## src/rtl/lenet_pool_if.sv

```systemverilog
// lenet_pool_if: frame pixel stream in, LeNet input-memory write port out.
// The pooling block connects through the slave modport; the frame source and
// memory side connect through the master modport.
interface lenet_pool_if;
    logic       frame_start;
    logic       pixel_valid;
    logic [3:0] frame_pixel;
    logic       lenet_busy;
    logic [9:0] lenet_addr;
    logic [7:0] lenet_data;
    logic       lenet_we;
    logic       lenet_start;
    logic       capture_active;

    modport master (
        output frame_start, pixel_valid, frame_pixel, lenet_busy,
        input  lenet_addr, lenet_data, lenet_we, lenet_start, capture_active
    );

    modport slave (
        input  frame_start, pixel_valid, frame_pixel, lenet_busy,
        output lenet_addr, lenet_data, lenet_we, lenet_start, capture_active
    );
endinterface

```

## src/rtl/lenet_pool.sv

```systemverilog
// lenet_pool: crops the centred window out of the raster pixel stream,
// averages each widthlength x heightlength block into one 8-bit sample and
// writes the lenet_size x lenet_size image row-major into the LeNet input
// memory, then pulses lenet_start.
// Build option: define LENET_POOL_INVERT_EN to accumulate 15 - pixel instead
// of the raw pixel (dark ink on white paper -> light digit on dark ground).
module lenet_pool #(
    parameter int widthlength  = 8,
    parameter int heightlength = 8,
    parameter int lenet_size   = 28,
    parameter int hRez         = 640,
    parameter int vRez         = 480
) (
    input  logic        clk25,
    input  logic        rst_n,
    lenet_pool_if.slave bus
);
    localparam int left  = hRez / 2 - widthlength * lenet_size / 2;
    localparam int upper = vRez / 2 - heightlength * lenet_size / 2;
    localparam int CW    = (lenet_size > 1) ? $clog2(lenet_size) : 1;

    localparam logic [9:0] X_LO  = 10'(left);
    localparam logic [9:0] X_HI  = 10'(left + widthlength * lenet_size);
    localparam logic [8:0] Y_LO  = 9'(upper);
    localparam logic [8:0] Y_HI  = 9'(upper + heightlength * lenet_size);
    localparam logic [9:0] X_MAX = 10'(hRez - 1);
    localparam logic [8:0] Y_END = 9'(vRez);
    localparam logic [9:0] WL    = 10'(widthlength);
    localparam logic [8:0] HL    = 9'(heightlength);
    localparam logic [9:0] LSZ   = 10'(lenet_size);
    localparam logic [9:0] LAST  = 10'(lenet_size * lenet_size - 1);

    typedef enum logic [1:0] {IDLE, CAPTURE, DONE, SKIP} state_t;

    state_t                     state_q;
    logic [9:0]                 x_q;
    logic [8:0]                 y_q;
    logic [lenet_size-1:0][9:0] acc_q;
    logic [9:0]                 addr_q;
    logic [7:0]                 data_q;
    logic                       we_q;
    logic                       start_q;
    logic                       cap_q;

    logic [3:0]    pix;
    logic [9:0]    dx;
    logic [8:0]    dy;
    logic [CW-1:0] col;
    logic [CW-1:0] row;
    logic [9:0]    sum;
    logic          in_win;
    logic          acc_en;
    logic          blk_done;

    // Window position, running block sum and block-completion detect
    always_comb begin
`ifdef LENET_POOL_INVERT_EN
        pix = 4'd15 - bus.frame_pixel;
`else
        pix = bus.frame_pixel;
`endif
        dx       = x_q - X_LO;
        dy       = y_q - Y_LO;
        col      = CW'(dx / WL);
        row      = CW'(dy / HL);
        in_win   = (x_q >= X_LO) && (x_q < X_HI) && (y_q >= Y_LO) && (y_q < Y_HI);
        // a pixel arriving with frame_start belongs to no frame
        acc_en   = (state_q == CAPTURE) && bus.pixel_valid && !bus.frame_start && in_win;
        sum      = acc_q[col] + 10'(pix);
        blk_done = acc_en && ((dx % WL) == (WL - 10'd1)) && ((dy % HL) == (HL - 9'd1));
    end

    // Raster counters and per-column block accumulators
    always_ff @(posedge clk25 or negedge rst_n) begin
        if (!rst_n) begin
            x_q   <= '0;
            y_q   <= '0;
            acc_q <= '0;
        end else if (bus.frame_start) begin
            x_q   <= '0;
            y_q   <= '0;
            acc_q <= '0;
        end else if (bus.pixel_valid && (y_q < Y_END)) begin
            if (x_q == X_MAX) begin
                x_q <= '0;
                y_q <= y_q + 9'd1;
            end else begin
                x_q <= x_q + 10'd1;
            end
            // the completing pixel is folded into the write, so the column restarts at 0
            if (acc_en) acc_q[col] <= blk_done ? '0 : sum;
        end
    end

    // Frame control FSM with registered write, start and capture outputs
    always_ff @(posedge clk25 or negedge rst_n) begin
        if (!rst_n) begin
            state_q <= IDLE;
            addr_q  <= '0;
            data_q  <= '0;
            we_q    <= 1'b0;
            start_q <= 1'b0;
            cap_q   <= 1'b0;
        end else begin
            we_q    <= 1'b0;
            start_q <= 1'b0;
            if (bus.frame_start) begin
                // new frame from any state; an unfinished capture is dropped
                state_q <= bus.lenet_busy ? SKIP : CAPTURE;
                cap_q   <= !bus.lenet_busy;
            end else begin
                case (state_q)
                    CAPTURE: begin
                        if (blk_done) begin
                            we_q   <= 1'b1;
                            addr_q <= 10'(row) * LSZ + 10'(col);
                            data_q <= sum[9:2];
                        end
                        if (we_q && (addr_q == LAST)) begin
                            state_q <= DONE;
                            start_q <= 1'b1;
                            cap_q   <= 1'b0;
                        end
                    end
                    DONE:    state_q <= IDLE;
                    default: ;
                endcase
            end
        end
    end

    assign bus.lenet_addr     = addr_q;
    assign bus.lenet_data     = data_q;
    assign bus.lenet_we       = we_q;
    assign bus.lenet_start    = start_q;
    assign bus.capture_active = cap_q;
endmodule

```

## src/flat_wrapper.sv

```systemverilog
// flat-port wrapper written by rule: the top's interface ports become plain ports
module lenet_pool_flat 
#(
    parameter int widthlength  = 8,
    parameter int heightlength = 8,
    parameter int lenet_size   = 28,
    parameter int hRez         = 640,
    parameter int vRez         = 480
)
  (clk25, rst_n, bus_frame_start, bus_pixel_valid, bus_frame_pixel, bus_lenet_busy, bus_lenet_addr, bus_lenet_data, bus_lenet_we, bus_lenet_start, bus_capture_active);
  lenet_pool_if bus_i ();
  input  logic clk25;
  input  logic rst_n;
  input wire logic [$bits(bus_i.frame_start)-1:0] bus_frame_start;
  input wire logic [$bits(bus_i.pixel_valid)-1:0] bus_pixel_valid;
  input wire logic [$bits(bus_i.frame_pixel)-1:0] bus_frame_pixel;
  input wire logic [$bits(bus_i.lenet_busy)-1:0] bus_lenet_busy;
  output wire logic [$bits(bus_i.lenet_addr)-1:0] bus_lenet_addr;
  output wire logic [$bits(bus_i.lenet_data)-1:0] bus_lenet_data;
  output wire logic [$bits(bus_i.lenet_we)-1:0] bus_lenet_we;
  output wire logic [$bits(bus_i.lenet_start)-1:0] bus_lenet_start;
  output wire logic [$bits(bus_i.capture_active)-1:0] bus_capture_active;
  assign bus_i.frame_start = bus_frame_start;
  assign bus_i.pixel_valid = bus_pixel_valid;
  assign bus_i.frame_pixel = bus_frame_pixel;
  assign bus_i.lenet_busy = bus_lenet_busy;
  assign bus_lenet_addr = bus_i.lenet_addr;
  assign bus_lenet_data = bus_i.lenet_data;
  assign bus_lenet_we = bus_i.lenet_we;
  assign bus_lenet_start = bus_i.lenet_start;
  assign bus_capture_active = bus_i.capture_active;
  lenet_pool #(.widthlength(widthlength), .heightlength(heightlength), .lenet_size(lenet_size), .hRez(hRez), .vRez(vRez)) u_core (.clk25(clk25), .rst_n(rst_n), .bus(bus_i));
endmodule
```

## config.mk

```make
export PLATFORM = sky130hd
export DESIGN_NAME = lenet_pool_flat
export DESIGN_NICKNAME = d
export VERILOG_FILES = /design/src/rtl/lenet_pool_if.sv /design/src/rtl/lenet_pool.sv /design/src/flat_wrapper.sv
export SDC_FILE = /design/constraint.sdc
export NUM_CORES = 1
export LEC_CHECK = 0
export CAP_MARGIN = 20
export CORE_MARGIN = 8
export CORE_UTILIZATION = 54
export DETAILED_ROUTE_END_ITERATION = 16
export PLACE_DENSITY = 0.79
export SLEW_MARGIN = 20
export SYNTH_ARGS = -nofsm -noshare
export SYNTH_HDL_FRONTEND = slang
export SYNTH_SLANG_ARGS = --single-unit
```

## constraint.sdc

```tcl
create_clock -name clk25 -period 4.8 [get_ports clk25]
set_input_delay 0.96 -clock clk25 [delete_from_list [all_inputs] [get_ports clk25]]
set_output_delay 0.96 -clock clk25 [all_outputs]
set_load 0.02 [all_outputs]
```

==> metrics <==
die area 36330 um^2; router iterations before antenna repair 5; post-synthesis sequential area ratio 48.94%; CP Launch Type flop; pin count of the biggest net entering global routing 124; Async SR Flop Fraction 100.0%; number of global-route vias before repair 12480; max_slew headroom 26.31%; final wirelength 42.70 mm; Syn Inst Count 1506; hpwl dp 27.78 mm; # setup viols final 0; outcome completed; # IOs 30; Hold Crit Class reg2reg; Mapped Nets 1546; Worst Max-Slew Pin Slew 1.100 ns; clk root buf clkbuf_16; Filler cells 2340; post-route cell area 18230 um^2; flops & latches, synth 322; Area contributors post-synth dfrtp_1 49%, mux4_2 6.2%, o21ai_0 5.9%; die height 190.6 um; Worst-path clk slew 0.06 ns; first-pass GRT wire length 68.94 mm; final net count 1540; Final Max Slew Viols 0; unrepaired setup endpoints after global routing no; Max Cap Violations 0; via count 12457; post-layout util 60.23%; WS Path Type reg2reg; post-CTS setup repair buffer count 0; gpl congestion 0.9275; power per standard cell area 317.3 nW/um^2; Synth Cell Area 16460 um^2; Starting Density 54.39%; GR Layer Usage met2 38.49%; IO Port Bufs 29; Netlist cell types 83; Synth area leader dfrtp_1; R2R setup slack 0.39 ns; row count 64; CTS tree built; most common cell in the netlist dfrtp_1; GR Layer Usage met1 31.07%; EDFF count, synth 0; met3 GRT Util 4.755%; Die Width 190.6 um; DP Area 16960 um^2; vias per inst 6.478; total power 5.784 mW; Clock Skew 0.03176 ns; layer with the highest usage met2; fraction of layout cells with a size suffix above 1 13.62%; All-Layer GR Usage 23.75%; Final TNS setup 0 ns; crit-path max FO 25; ys flop type dfrtp_1; WP data arrival 4.78 ns; Bufs on Longest Clock Path 3; # clock sinks 322; Iteration-0 DRC Markers 1279; yosys warns 0; fin crit share 91.93%; Req. time, crit path 5.16 ns; post-synth top area share 48.94%; final hold violations 0; Hold Buf Count CTS 0; Fmax achieved 226.6 MHz; Residual DRC 0; mean post-synth cell area 10.93 um^2; WL per Instance 22.21 um; Post-synth top cells 322 x dfrtp_1, 193 x o21ai_0, 181 x nand2_1; Final min period 4.413 ns; Antenna Violating Nets Remaining 0; grt total ovfl 0; Post-CTS Resized 0; n_diodes 0; antenna violations before repair 0; Num CTS Buffers 36; worst skew pair latency 0.55 ns; Max VDD drop 0.2494 mV; P_leak 7.834 nW; area delta synth->final 10.73%; H-tree levels 2; Core ar. 30270 um^2; nature of the critical path endpoint flop
-- metal layers --
metal  vias up  routed length, um
met5         -                  0
met1      6263              16880
li1       5445                  -
met2       616              20750
met3       133               3438
met4         0               1634
-- registers in the layout (all words and copies together) (netlist names) --
signal	count
u_core.acc_q	280
u_core.bus.lenet_start	1
u_core.bus.lenet_addr	10
u_core.y_q	9
u_core.state_q	2
u_core.bus.lenet_we	1
u_core.bus.lenet_data	8
u_core.bus.capture_active	1
u_core.x_q	10
-- path summary, 6_finish.rpt --
kind,depth (start not counted),endpoint,startpoint
min reg2reg,2,u_core.acc_q[248]$_DFFE_PN0P_,u_core.acc_q[248]$_DFFE_PN0P_
min in group asynchronous,1,u_core.acc_q[45]$_DFFE_PN0P_,rst_n
max in group asynchronous,2,u_core.acc_q[107]$_DFFE_PN0P_,rst_n
min,2,u_core.acc_q[248]$_DFFE_PN0P_,u_core.acc_q[248]$_DFFE_PN0P_
max reg2reg,13,u_core.acc_q[179]$_DFFE_PN0P_,u_core.x_q[3]$_DFFE_PN0N_
max,13,u_core.acc_q[179]$_DFFE_PN0P_,u_core.x_q[3]$_DFFE_PN0N_
-- metrics by stage --
stage / hold slack (ns) / std cells / worst slack [ns]
2_1_floorplan: 0.4401 / 1506 / 0.4089
3_3_place_gp: 0.4535 / 1858 / 0.3057
6_report: 0.4766 / 1923 / 0.3873
4_1_cts: 0.4739 / 1923 / 0.2455
3_5_place_dp: 0.4633 / 1858 / 0.2710
5_1_grt: 0.4925 / 1923 / 0.1262
-- area by class of cell --
type	count	area [um^2]	share of cell area, %
inverter	34	131.4	0.7207
sequential	322	8065	44.24
clock inverter	19	264.0	1.448
clock buffer	46	998.5	5.477
multi-input combinational	1026	7565	41.50
timing repair buffer	80	710.7	3.898
tap	396	495.5	2.718
-- where the power goes --
group          switching (mW)  internal, mW
Sequential            0.00514          2.72
Clock                    1.15          1.76
Combinational           0.128        0.0281
Total                    1.28          4.50
-- cells in the final DEF (no fill, tap or decap), types with 8 or more instances in the layout --
master           Yosys  final
clkinv_2             1      8
clkdlybuf4s50_1      0     27
mux4_2              45     45
dfrtp_1            322    320
xnor2_1             17     16
a21oi_1             32     32
a31oi_1              9      9
inv_1               29     29
buf_4               11     48
nand2_1            181    181
ha_1                24     24
clkbuf_16            0     36
nor2b_1              9      9
nor2_1              69     69
o21ai_1              8      8
o31ai_1             58     58
mux2i_1             59     59
o21ai_0            193    193
nand3_1            177    177
mux4_1              24     24
-- cell families (layout without fill, tap and decap cells) --
logic type / count (synthesis) / after routing / synth area share [%]
adders and majority gates: 31 / 31 / 2.675
DFF: 322 / 322 / 48.94
buffers and inverters: 158 / 179 / 5.312
muxes: 132 / 132 / 14.11
AOI/OAI and AO/OA: 351 / 351 / 13.18
xor gates and xnor gates: 26 / 26 / 1.543
and+or+nand+nor: 486 / 486 / 14.23
-- critical path, cell delays in order (launching register included) --
cell,delay (ns)
dfrtp_4,0.74
buf_4,0.37
mux4_2,0.54
mux2i_1,0.20
o21ai_0,0.10
nand2_1,0.08
o221ai_1,0.12
ha_1,0.34
a21oi_1,0.21
o21bai_1,0.16
o211ai_1,0.20
nor4_4,0.08
xnor2_2,0.85
o21ai_0,0.22
Power figures use the tool's default switching activity.
